==> config.mk <==
export PLATFORM = sky130hd
export DESIGN_NAME = ex_mem_elastic
export DESIGN_NICKNAME = d
export VERILOG_FILES = /design/src/rtl/ex_mem_elastic.sv
export SDC_FILE = /design/constraint.sdc
export NUM_CORES = 1
export LEC_CHECK = 0
export ABC_AREA = 1
export CAP_MARGIN = 20
export CORE_UTILIZATION = 30
export DETAILED_ROUTE_END_ITERATION = 6
export HOLD_SLACK_MARGIN = 0.03
export RECOVER_POWER = 50
export SYNTH_ARGS = -nofsm -noshare
export SYNTH_HDL_FRONTEND = slang
export SYNTH_SLANG_ARGS = --single-unit
==> constraint.sdc <==
create_clock -name clk_i -period 1.55 [get_ports clk_i]
set_clock_uncertainty 0.1 [all_clocks]
set_input_delay 0.31 -clock clk_i [delete_from_list [all_inputs] [get_ports clk_i]]
set_output_delay 0.31 -clock clk_i [all_outputs]
set_load 0.005 [all_outputs]
==> src/rtl/ex_mem_elastic.sv <==
// EX/MEM pipeline stage with valid/ready handshake and 2-entry skid buffer.
// Adds synchronous flush, bubble-safe control gating and a stall counter.
module ex_mem_elastic #(
  parameter int CTRL_W = 4,
  parameter int DATA_W = 32,
  parameter int RD_W   = 5,
  parameter int CNT_W  = 16
) (
  input  logic              clk_i,
  input  logic              rst_i,
  input  logic              flush_i,
  input  logic              valid_i,
  output logic              ready_o,
  input  logic [CTRL_W-1:0] ctrl_i,
  input  logic [DATA_W-1:0] alu_result_i,
  input  logic [DATA_W-1:0] rs2_data_i,
  input  logic [RD_W-1:0]   rd_addr_i,
  output logic              valid_o,
  input  logic              ready_i,
  output logic [CTRL_W-1:0] ctrl_o,
  output logic [DATA_W-1:0] alu_result_o,
  output logic [DATA_W-1:0] rs2_data_o,
  output logic [RD_W-1:0]   rd_addr_o,
  output logic [1:0]        occupancy_o,
  output logic [CNT_W-1:0]  stall_cnt_o,
  input  logic              stall_clr_i
);

  typedef struct packed {
    logic [CTRL_W-1:0] ctrl;
    logic [DATA_W-1:0] alu;
    logic [DATA_W-1:0] rs2;
    logic [RD_W-1:0]   rd;
  } beat_t;

  typedef enum logic [1:0] {
    EMPTY = 2'd0,
    ONE   = 2'd1,
    FULL  = 2'd2
  } state_t;

  localparam logic [CNT_W-1:0] CNT_MAX = '1;

  state_t           state_q;
  state_t           state_d;
  beat_t            in_b;
  beat_t            main_q;
  beat_t            main_d;
  beat_t            skid_q;
  beat_t            skid_d;
  logic [CNT_W-1:0] stall_q;

  assign in_b = '{
    ctrl: ctrl_i,
    alu:  alu_result_i,
    rs2:  rs2_data_i,
    rd:   rd_addr_i
  };

  always_ff @(posedge clk_i) begin
    if (rst_i) begin
      state_q <= EMPTY;
      main_q  <= '0;
      skid_q  <= '0;
    end else begin
      state_q <= state_d;
      main_q  <= main_d;
      skid_q  <= skid_d;
    end
  end

  always_comb begin
    state_d = state_q;
    main_d  = main_q;
    skid_d  = skid_q;
    unique case (state_q)
      EMPTY: begin
        if (valid_i) begin
          main_d  = in_b;
          state_d = ONE;
        end
      end
      ONE: begin
        unique case ({valid_i, ready_i})
          2'b11: main_d = in_b;
          2'b01: state_d = EMPTY;
          2'b10: begin
            skid_d  = in_b;
            state_d = FULL;
          end
          default: ;
        endcase
      end
      FULL: begin
        // skid drains into main only, so FIFO order holds
        if (ready_i) begin
          main_d  = skid_q;
          state_d = ONE;
        end
      end
      default: state_d = EMPTY;
    endcase
    if (flush_i) begin
      state_d = EMPTY;
      main_d  = main_q;
      skid_d  = skid_q;
    end
  end

  always_ff @(posedge clk_i) begin
    if (rst_i) begin
      stall_q <= '0;
    end else if (stall_clr_i) begin
      stall_q <= '0;
    end else if (valid_o && !ready_i && stall_q != CNT_MAX) begin
      stall_q <= stall_q + 1'b1;
    end
  end

  assign valid_o      = (state_q != EMPTY);
  assign ready_o      = (state_q != FULL);
  assign occupancy_o  = state_q;
  // bubbles must never carry RegWrite/MemWrite downstream
  assign ctrl_o       = valid_o ? main_q.ctrl : '0;
  assign alu_result_o = main_q.alu;
  assign rs2_data_o   = main_q.rs2;
  assign rd_addr_o    = main_q.rd;
  assign stall_cnt_o  = stall_q;

endmodule
==> metrics.md <==
| Metric | Value |
|---|---|
| Status | complete, but fails checks |
| Failing checks | setup timing |
| Final worst setup slack | -136.7 ps |
| Critical Path RT | 1140 ps |
| CTS buffer count | 17 |
| Clock insertion delay at the later pin of the skew report | 420 ps |
| Rows | 57 |
| First-pass GRT wire length | 34.99 mm |
| Net Count, Synth | 1137 |
| Fill cells | 2383 |
| Slew @ Worst Pin | 519.8 ps |
| Routed length per instance | 15.67 um |
| Worst vdd ir | 0.5963 mV |
| Worst Path Max Fanout | 5 |
| DR vias/cell | 4.665 |
| Horiz. Die Dim | 159.8 um |
| Crit. End Element | output pin |
| Vias in the first global route | 6546 |
| Power per cell area | 894.0 mW/mm^2 |
| Initial antenna violation count | 0 |
| Register area share after synthesis | 43.98% |
| Reg power frac | 43.0% |
| Comb pwr share | 14.1% |
| Max Clk Rate | 592.9 MHz |
| Clock net sink count | 164 |
| Total number of vias | 7222 |
| Clock slew at reported path FFs | 70 ps |
| Worst hold path class | reg2reg |
| Most frequent cells in the layout | nor2_1, nand2_1, dfxtp_1 |
| Fin crit period | 1687 ps |
| Hold path depth | 2 |
| Post-CTS Hold Fix Bufs | 0 |
| H-tree levels | 4 |
| Int Pwr | 7.775 mW |
| Clock Tree Root | clkbuf_16 |
| Starting Density | 30.61% |
| Register Area | 0.003316 mm^2 |
| Share of cells above drive strength 1 | 29.17% |
| Commonest non-fill, non-tap cell in the layout | nor2_1 |
| DP Wirelength | 12.89 mm |
| Post-synthesis cell area | 0.007466 mm^2 |
| Rel. slew slack | 65.35% |
| Post-route ant nets | 0 |
| RSZ-0062 raised after global routing | true |
| P&R area growth vs syn | 56.23% |
| Syn. warnings | 0 |
| Leftover overflow at the end of global routing | 0 |
| Ports | 172 |
| Distinct cell type count of the synthesized netlist | 23 |
| Crit Path Class | reg2out |
| Final period utilization | 108.8% |
| Pre-antenna DRT Iters | 7 |
| Multi-input logic area | 0.004004 mm^2 |
| Pins Over Slew Limit | 0 |
| Critical Path Start Type | flip-flop |
| Sw frac | 25.44% |
| Core box area | 0.02439 mm^2 |
| Net switching power | 2.652 mW |
| CTS tree | done |
| Largest net degree at the start of global routing | 53 |
| Leak Pwr | 4.846 nW |
| Diodes inserted | 0 |
| Die Ht | 159.8 um |
| Sum Neg Setup Slack | -6747 ps |
| DRC viols | 0 |
| Mapped Avg Cell Area | 7.063 um^2 |
| Final wirelength | 24.25 mm |
| Worst Reg2Reg Path Length in Cells | 10 |
| Setup Viol. Count Final | 119 |
| Fin. Hold Viols | 0 |
| Placer Congestion | 0.8816 |
| Post-layout util | 47.82% |
| Share of total power in the clock network | 42.9% |
| Cells after Synth | 1057 |
| Number of nets in the layout | 1292 |
| DP Area | 0.009194 mm^2 |
| Clk buf depth | 2 |
| FF+latch count, synth | 164 |
| DIE AREA | 0.02552 mm^2 |
| Post-Layout Inst Area | 0.01166 mm^2 |
| Maxcap violations | 0 |
| Arr. time, crit path | 1280 ps |
| DR iter-0 viols | 461 |
| Gr usage total | 17.39% |
| IO buf count | 171 |
routing by layer:
| layer | vias to the layer above | track usage, % | routed length [um] |
|---|---|---|---|
| met5 | - | 0 | 0 |
| li1 | 3639 | - | - |
| met3 | 17 | 3.584 | 1140 |
| met4 | 0 | 4.851 | 261 |
| met1 | 3393 | 22.95 | 11600 |
| met2 | 173 | 28.60 | 11250 |
sequential cells by signal (all words and copies together), names as in the netlist:
name          flops
main_q            4
rd_addr_o         5
skid_q           73
rs2_data_o       32
stall_cnt_o      16
alu_result_o     32
occupancy_o       2
final cells by class:
cell class	instances	area share (%)
clock buffers	19	3.797
clock inverters	12	1.416
inverters	60	2.210
multi-input cells	702	34.33
flip-flops and latches	164	28.43
well taps	324	3.476
repair buffers	267	26.35
cell families (layout without fill, tap and decap cells):
| family | count (synthesis) | in the layout | share of synthesized area, % |
|---|---|---|---|
| simple gates | 468 | 469 | 24.57 |
| compound gates | 231 | 231 | 16.62 |
| buf+inv | 192 | 358 | 14.55 |
| flops | 164 | 164 | 43.98 |
| fa+ha+maj | 1 | 1 | 0.1676 |
| xor+xnor | 1 | 1 | 0.1173 |
final timing paths:
path,endpoint,from,slack [ps]
max,ready_o,occupancy_o[0],-140
min,skid_q[41],skid_q[41],360
max reg2reg,alu_result_o[7],occupancy_o[0],-120
min reg2reg,skid_q[41],skid_q[41],360
through the flow:
stage / hold slack, ps / worst slack (ps) / power (mW) / cells
CTS: 354.0 / -166.9 / 10.44 / 1529
detailed placement: 343.2 / -439.9 / 5.613 / 1465
finish: 355.1 / -136.7 / 10.43 / 1548
global route: 371.7 / -204.4 / 10.83 / 1548
global placement: 337.6 / -433.9 / 5.608 / 1465
floorplan: 330.0 / 5.189 / 5.125 / 1057
critical path, stage by stage, from the launching register on:
cell      delay (ps)
dfxtp_4          360
buf_6            120
nor2_4           120
clkinv_4         120
buf_6            130
timing repair:
action,4_1_cts,5_1_grt
cloned,14,14
pin swaps,29,20
setup buffers,20,9
endpoints found under the setup margin,187,161
gates resized for setup,382,179
cells in the mapped netlist, drive strengths merged:
master / n / area share [%]
a211oi: 34 / 3.4
a21oi: 49 / 3.3
and2: 2 / 0.17
buf: 102 / 10
clkbuf: 30 / 1.5
dfxtp: 164 / 44
ha: 1 / 0.17
inv: 60 / 3.0
nand2: 171 / 8.7
nand3: 15 / 1.2
nand4: 4 / 0.34
nor2: 273 / 14
nor3: 3 / 0.20
o21ai: 148 / 9.9
xnor2: 1 / 0.12
power groups by stage:
| stage | Combinational [mW] | Sequential, mW | Clock (mW) |
|---|---|---|---|
| 2_1_floorplan | 0.596 | 4.53 | 0 |
| 3_3_place_gp | 1.06 | 4.55 | 0 |
| 3_5_place_dp | 1.06 | 4.55 | 0 |
| 4_1_cts | 1.37 | 4.48 | 4.58 |
| 5_1_grt | 1.59 | 4.50 | 4.74 |
| 6_report | 1.47 | 4.48 | 4.48 |
(Power assumes the default switching activity.)
